<file path="src/rtl/logic_seq_unit.sv">
`default_nettype none
// ============================================================================
// Module   : logic_seq_unit
// Purpose  : Multi-cycle bitwise / bit-counting unit for the ALU. Operands are
//            captured on a valid/ready handshake and processed SLICE bits per
//            cycle, MSB slice first. The result is held until it is taken.
//            Functions: AND, OR, XOR, NOR, PASS_A, CLZ, POPCNT. Any other
//            code returns S = 1 with err = 1 after the same latency.
// Ports    : clk, rst_n        - clock, asynchronous active-low reset
//            in_valid_i/in_ready_o   - operand handshake (ready only in IDLE)
//            a_i, b_i, ft_i    - operands and 4-bit function code
//            abort_i           - synchronous cancel, highest priority
//            out_valid_o/out_ready_i - result handshake
//            s_o, err_o        - result and illegal-code flag
// Revision : 1.0 - initial release
// ============================================================================
module logic_seq_unit #(
  parameter int WIDTH = 32,  // must be a multiple of SLICE
  parameter int SLICE = 8
) (
  input  logic             clk,
  input  logic             rst_n,
  input  logic             in_valid_i,
  output logic             in_ready_o,
  input  logic [WIDTH-1:0] a_i,
  input  logic [WIDTH-1:0] b_i,
  input  logic [3:0]       ft_i,
  input  logic             abort_i,
  output logic             out_valid_o,
  input  logic             out_ready_i,
  output logic [WIDTH-1:0] s_o,
  output logic             err_o
);

  localparam int NSLICE = WIDTH / SLICE;
  localparam int CW     = $clog2(WIDTH + 1);
  localparam int KW     = (NSLICE > 1) ? $clog2(NSLICE) : 1;
  localparam logic [KW-1:0] K_LAST = KW'(NSLICE - 1);

  localparam logic [3:0] FT_AND  = 4'b1000;
  localparam logic [3:0] FT_OR   = 4'b1110;
  localparam logic [3:0] FT_XOR  = 4'b0110;
  localparam logic [3:0] FT_NOR  = 4'b0001;
  localparam logic [3:0] FT_PASS = 4'b1010;
  localparam logic [3:0] FT_CLZ  = 4'b0011;
  localparam logic [3:0] FT_POP  = 4'b0101;

  typedef enum logic [1:0] {
    ST_IDLE = 2'd0,
    ST_RUN  = 2'd1,
    ST_DONE = 2'd2
  } state_t;

  function automatic logic is_legal(input logic [3:0] f);
    case (f)
      FT_AND, FT_OR, FT_XOR, FT_NOR, FT_PASS, FT_CLZ, FT_POP: is_legal = 1'b1;
      default:                                                is_legal = 1'b0;
    endcase
  endfunction

  state_t           state_q;
  logic [KW-1:0]    k_q;
  logic [WIDTH-1:0] opa_q;      // shifted left one slice per RUN cycle
  logic [WIDTH-1:0] opb_q;
  logic [3:0]       ft_q;
  logic             err_q;
  logic             in_ready_q;
  logic             out_valid_q;
  logic [WIDTH-1:0] s_q;
  logic [WIDTH-1:0] res_q;      // bitwise result under construction
  logic [CW-1:0]    acc_q;      // CLZ / POPCNT accumulator
  logic             found_q;    // CLZ: a 1 has been seen in an earlier slice

  logic [SLICE-1:0] a_sl;
  logic [SLICE-1:0] b_sl;
  logic [SLICE-1:0] r_sl;
  logic [CW-1:0]    sl_clz;
  logic [CW-1:0]    sl_pop;
  logic             sl_seen;
  logic [CW-1:0]    acc_d;
  logic             found_d;
  logic [WIDTH-1:0] res_d;
  logic [WIDTH-1:0] fin_d;

  // Current slice is always the top SLICE bits of the shifting operand copies.
  always_comb begin
    a_sl = opa_q[WIDTH-1 -: SLICE];
    b_sl = opb_q[WIDTH-1 -: SLICE];

    case (ft_q)
      FT_AND:  r_sl = a_sl & b_sl;
      FT_OR:   r_sl = a_sl | b_sl;
      FT_XOR:  r_sl = a_sl ^ b_sl;
      FT_NOR:  r_sl = ~(a_sl | b_sl);
      FT_PASS: r_sl = a_sl;
      default: r_sl = '0;
    endcase

    sl_clz  = '0;
    sl_pop  = '0;
    sl_seen = 1'b0;
    for (int i = SLICE - 1; i >= 0; i--) begin
      if (a_sl[i]) begin
        sl_pop  = sl_pop + CW'(1);
        sl_seen = 1'b1;
      end else if (!sl_seen) begin
        sl_clz = sl_clz + CW'(1);
      end
    end
  end

  always_comb begin
    acc_d   = acc_q;
    found_d = found_q;
    if (ft_q == FT_CLZ) begin
      // Once a 1 has appeared, lower slices contribute no leading zeros.
      if (!found_q) begin
        acc_d = acc_q + sl_clz;
      end
      found_d = found_q | sl_seen;
    end else if (ft_q == FT_POP) begin
      acc_d = acc_q + sl_pop;
    end

    // MSB slice enters first, so shifting left places every slice at its own
    // bit position once the last one is in.
    res_d = (res_q << SLICE) | WIDTH'(r_sl);

    if (err_q) begin
      fin_d = WIDTH'(1);
    end else if ((ft_q == FT_CLZ) || (ft_q == FT_POP)) begin
      fin_d = WIDTH'(acc_d);
    end else begin
      fin_d = res_d;
    end
  end

  always_ff @(posedge clk or negedge rst_n) begin
    if (!rst_n) begin
      state_q     <= ST_IDLE;
      k_q         <= '0;
      opa_q       <= '0;
      opb_q       <= '0;
      ft_q        <= '0;
      err_q       <= 1'b0;
      in_ready_q  <= 1'b1;
      out_valid_q <= 1'b0;
      s_q         <= '0;
      res_q       <= '0;
      acc_q       <= '0;
      found_q     <= 1'b0;
    end else if (abort_i) begin
      // S deliberately keeps the last delivered result.
      state_q     <= ST_IDLE;
      k_q         <= '0;
      err_q       <= 1'b0;
      in_ready_q  <= 1'b1;
      out_valid_q <= 1'b0;
      acc_q       <= '0;
      found_q     <= 1'b0;
    end else begin
      case (state_q)
        ST_IDLE: begin
          if (in_valid_i) begin
            opa_q      <= a_i;
            opb_q      <= b_i;
            ft_q       <= ft_i;
            err_q      <= !is_legal(ft_i);
            k_q        <= '0;
            res_q      <= '0;
            acc_q      <= '0;
            found_q    <= 1'b0;
            in_ready_q <= 1'b0;
            state_q    <= ST_RUN;
          end
        end
        ST_RUN: begin
          opa_q   <= opa_q << SLICE;
          opb_q   <= opb_q << SLICE;
          res_q   <= res_d;
          acc_q   <= acc_d;
          found_q <= found_d;
          k_q     <= k_q + KW'(1);
          if (k_q == K_LAST) begin
            s_q         <= fin_d;
            out_valid_q <= 1'b1;
            state_q     <= ST_DONE;
          end
        end
        ST_DONE: begin
          if (out_ready_i) begin
            out_valid_q <= 1'b0;
            in_ready_q  <= 1'b1;
            k_q         <= '0;
            state_q     <= ST_IDLE;
          end
        end
        default: begin
          state_q     <= ST_IDLE;
          in_ready_q  <= 1'b1;
          out_valid_q <= 1'b0;
        end
      endcase
    end
  end

  assign in_ready_o  = in_ready_q;
  assign out_valid_o = out_valid_q;
  assign s_o         = s_q;
  assign err_o       = err_q;

endmodule
`default_nettype wire

</file>
<file path="config.mk">
export PLATFORM = sky130hd
export DESIGN_NAME = logic_seq_unit
export DESIGN_NICKNAME = d
export VERILOG_FILES = /design/src/rtl/logic_seq_unit.sv
export SDC_FILE = /design/constraint.sdc
export NUM_CORES = 1
export LEC_CHECK = 0
export BUFFER_PORTS_ARGS = -buffer_cell sky130_fd_sc_hd__buf_2
export CAP_MARGIN = 5
export CORE_MARGIN = 2
export CORE_UTILIZATION = 52
export CTS_CLUSTER_DIAMETER = 200
export DETAILED_ROUTE_END_ITERATION = 8
export PLACE_DENSITY = 0.79
export SLEW_MARGIN = 20
export SYNTH_ARGS = -nofsm -noshare
export SYNTH_HDL_FRONTEND = slang
export SYNTH_SLANG_ARGS = --single-unit
</file>
<file path="constraint.sdc">
create_clock -name clk -period 9.9 [get_ports clk]
set_input_delay 1.485 -clock clk [delete_from_list [all_inputs] [get_ports clk]]
set_output_delay 1.485 -clock clk [all_outputs]
set_load 0.03 [all_outputs]
</file>
==> results.sh <==
export IMPL_status="complete, no violations"
export IMPL_finalSetupTns_ns=0
export IMPL_cap_violations=0
export IMPL_synthArstFlopShare_pct=100
export IMPL_setup_viol=0
export IMPL_startpoint="opa_q[31]$_DFFE_PN0P_"
export IMPL_clk_path_buf_depth=2
export IMPL_grt_pass1_wl_um=28100
export IMPL_die_area_um2=15700
export IMPL_grt_max_degree=131
export IMPL_cellLeakagePower_nw=4.38
export IMPL_drtIter0Drc=484
export IMPL_core_area_um2=14500
export IMPL_synth_edf_count=0
export IMPL_vias_per_cell=5.61
export IMPL_synthAdderAreaFrac_pct=7.34
export IMPL_synth_compound_area_share_pct=17.9
export IMPL_gp_congestion=0.881
export IMPL_seq_area_um2=3450
export IMPL_drt_wl_total_um=16700
export IMPL_seqPwrFrac_pct=37.3
export IMPL_synth_xor_area_share_pct=3.59
export IMPL_fillers=1212
export IMPL_fin_crit_ns=5.92
export IMPL_power_density_nw_per_um2=205
export IMPL_rows=44
export IMPL_crit_path_max_fanout=9
export IMPL_die_x_um=125
export IMPL_cts_resized=0
export IMPL_switching_power_mw=0.577
export IMPL_peakVddDrop_mv=0.131
export IMPL_r2r_start="opa_q[31]$_DFFE_PN0P_"
export IMPL_start_util_pct=53.0
export IMPL_switching_share_pct=31.5
export IMPL_tightest_slew_ns=0.906
export IMPL_clk_latency_ns=0.42
export IMPL_post_cts_setup_buffers=0
export IMPL_cts_clk_slew_worst_paths_ns=0.06
export IMPL_die_height_um=125
export IMPL_yosysSeqAreaShare_pct=45.0
export IMPL_grt_overflow_total=0
export IMPL_synth_top_family_by_area="compound AO/OA/AOI/OAI gates"
export IMPL_diodes=0
export IMPL_cts_sinks=138
export IMPL_root_buffer="clkbuf_16"
export IMPL_drt_first_pass_iters=5
export IMPL_multiInputGateArea_um2=3930
export IMPL_pwr_share_clk_pct=36.3
export IMPL_cts_tree="yes"
export IMPL_grt_usage_pct=21.8
export IMPL_drt_wirelength_per_cell_um=15.7
export IMPL_vias=5963
export IMPL_worstPathArrival_ns=6.25
export IMPL_portBuffers=107
export IMPL_p_int_mw=1.26
export IMPL_yosys_register_bits=138
export IMPL_hold_start="opb_q[3]$_DFFE_PN0P_"
export IMPL_place_hpwl_um=11500
export IMPL_synth_simple_gate_area_share_pct=13.4
export IMPL_crit_path_start_kind="flip-flop"
export IMPL_relSlewSlack_pct=39.6
export IMPL_nets=982
export IMPL_total_power_mw=1.83
export IMPL_area_delta_synth_final_pct=16.6
export IMPL_drive_gt1_share_pct=18.9
export IMPL_cts_max_level=4
export IMPL_cts_hold_buf=0
export IMPL_maxSlewViolCount=0
export IMPL_post_route_period_util_pct=59.8
export IMPL_clock_skew_ns=0.00763
export IMPL_syn_nets=897
export IMPL_grt_antenna_before_repair=0
export IMPL_tritoncts_num_buffers=17
export IMPL_pwr_share_comb_pct=26.4
export IMPL_synthMuxAreaShare_pct=8.79
export IMPL_hold_class="reg2reg"
export IMPL_syn_avg_cell_area_um2=9.82
export IMPL_synth_cells=781
export IMPL_end_kind="flip-flop"
export IMPL_synth_warnings=0
export IMPL_drcViolationCount=0
export IMPL_grt_setup_unrepaired="no"
export IMPL_r2r_setup_slack_ns=3.98
export IMPL_synth_cell_types=60
export IMPL_io_pins=108
export IMPL_synth_main_ff_cell="dfrtp_1"
export IMPL_final_antenna_net_count=0
export IMPL_grt_pass1_vias=5751
export IMPL_required_ns=10.23
export IMPL_path_class="reg2reg"
export IMPL_synth_area_um2=7670
export IMPL_hold_viol_final=0
export IMPL_fmax_mhz=169
## metal layers
metal  vias up  wire length [um]  global-route usage [%]
li1       2937                 -                       -
met1      2819              7610                    29.5
met2       175              7720                    34.5
met3        32              1030                    5.99
met4         0               295                    6.93
met5         -                 0                       0
## stage by stage
stage               worst slack (ns)  hold WS [ns]  util (%)  instances  cell area (um2)
finish                          3.98         0.475      61.8       1063             8950
global route                    3.51         0.501      61.8       1063             8950
CTS                             4.01         0.483      61.8       1063             8940
detailed placement              4.04         0.470      57.4       1031             8310
global placement                4.29         0.460      57.4       1031             8310
floorplan                       4.51         0.450         -        781             7670
## power by group through the flow
stage | logic (mW) | registers [mW] | clock network [mW]
2_1_floorplan | 0.381 | 0.665 | 0
3_3_place_gp | 0.459 | 0.689 | 0
3_5_place_dp | 0.482 | 0.692 | 0
4_1_cts | 0.487 | 0.684 | 0.677
5_1_grt | 0.551 | 0.693 | 0.707
6_report | 0.484 | 0.684 | 0.667
## path summary, 6_finish.rpt
check	endpoint	depth (start not counted)
worst max-delay path	s_o[5]$_DFFE_PN0P_	26
worst min-delay path	opb_q[3]$_DFFE_PN0P_	2
worst max register to register	s_o[5]$_DFFE_PN0P_	26
worst min register to register	opb_q[3]$_DFFE_PN0P_	2
max in group asynchronous	opb_q[2]$_DFFE_PN0P_	2
min in group asynchronous	acc_q[3]$_DFFE_PN0P_	1
## cells by family after synthesis
family | count (synthesis)
DFF | 138
buffers and inverters | 76
adders and majority gates | 44
xor gates and xnor gates | 28
muxes | 66
and+or+nand+nor | 226
AOI/OAI and AO/OA | 203
## synthesized netlist by cell type, drive strengths merged (11+ instances only)
master / instances / share of area, %
a21oi: 27 / 1.8
a22o: 57 / 6.6
clkbuf: 36 / 1.8
dfrtp: 137 / 45
ha: 41 / 6.7
inv: 28 / 1.4
mux2i: 58 / 7.6
nand2: 120 / 5.9
nand3: 11 / 0.72
nor2: 37 / 1.8
o211ai: 11 / 1.1
o21ai: 79 / 5.2
xnor2: 17 / 1.9
## area by class of cell
cell class / count / area share, %
Multi-Input combinational cell: 567 / 44.0
Clock inverter: 14 / 2.17
Timing Repair Buffer: 112 / 6.52
Inverter: 30 / 1.26
Clock buffer: 18 / 4.91
Sequential cell: 138 / 38.6
Tap cell: 184 / 2.57
## flip-flops by register name, indices dropped and copies added, names as in the netlist, 2 cells and up
register  flops
ft_q          4
res_q        24
opa_q        32
opb_q        32
k_q           2
state_q       2
s_o          32
acc_q         6
## worst max-delay path, stage by stage (launching register included)
cell and delay, ns:
dfrtp_1 0.48, inv_1 0.23, ha_1 0.31, nor2b_1 0.30, xnor2_1 0.10, o21ai_0 0.22, ha_1 0.28, a211oi_1 0.24
nor2b_1 0.08, ha_1 0.29, inv_1 0.11, o211ai_1 0.11, ha_1 0.30, mux2_2 0.25, nand4_1 0.08, nand3_1 0.16
ha_1 0.34, mux2_2 0.29, ha_1 0.28, a21o_1 0.18, a21oi_1 0.21, o21ai_0 0.19, nor2_1 0.12, nand4b_1 0.11
mux2i_2 0.25, nor3_1 0.10, o31ai_2 0.21
## layout by cell type (no fill, tap or decap), drive strengths merged, types with 5 or more instances in the layout
cell	instances
inv	30
a22o	57
nand2	120
nor2b	9
buf	112
nor2	37
o21ai	79
and2	5
a21o	5
nand2b	6
nand4	6
ha	41
clkbuf	18
dfrtp	137
o211ai	11
xor2	9
nor3	10
nand3	11
or3	5
mux2i	58
a21oi	27
mux2	8
xnor2	17
clkinv	8
(Power assumes the default switching activity.)
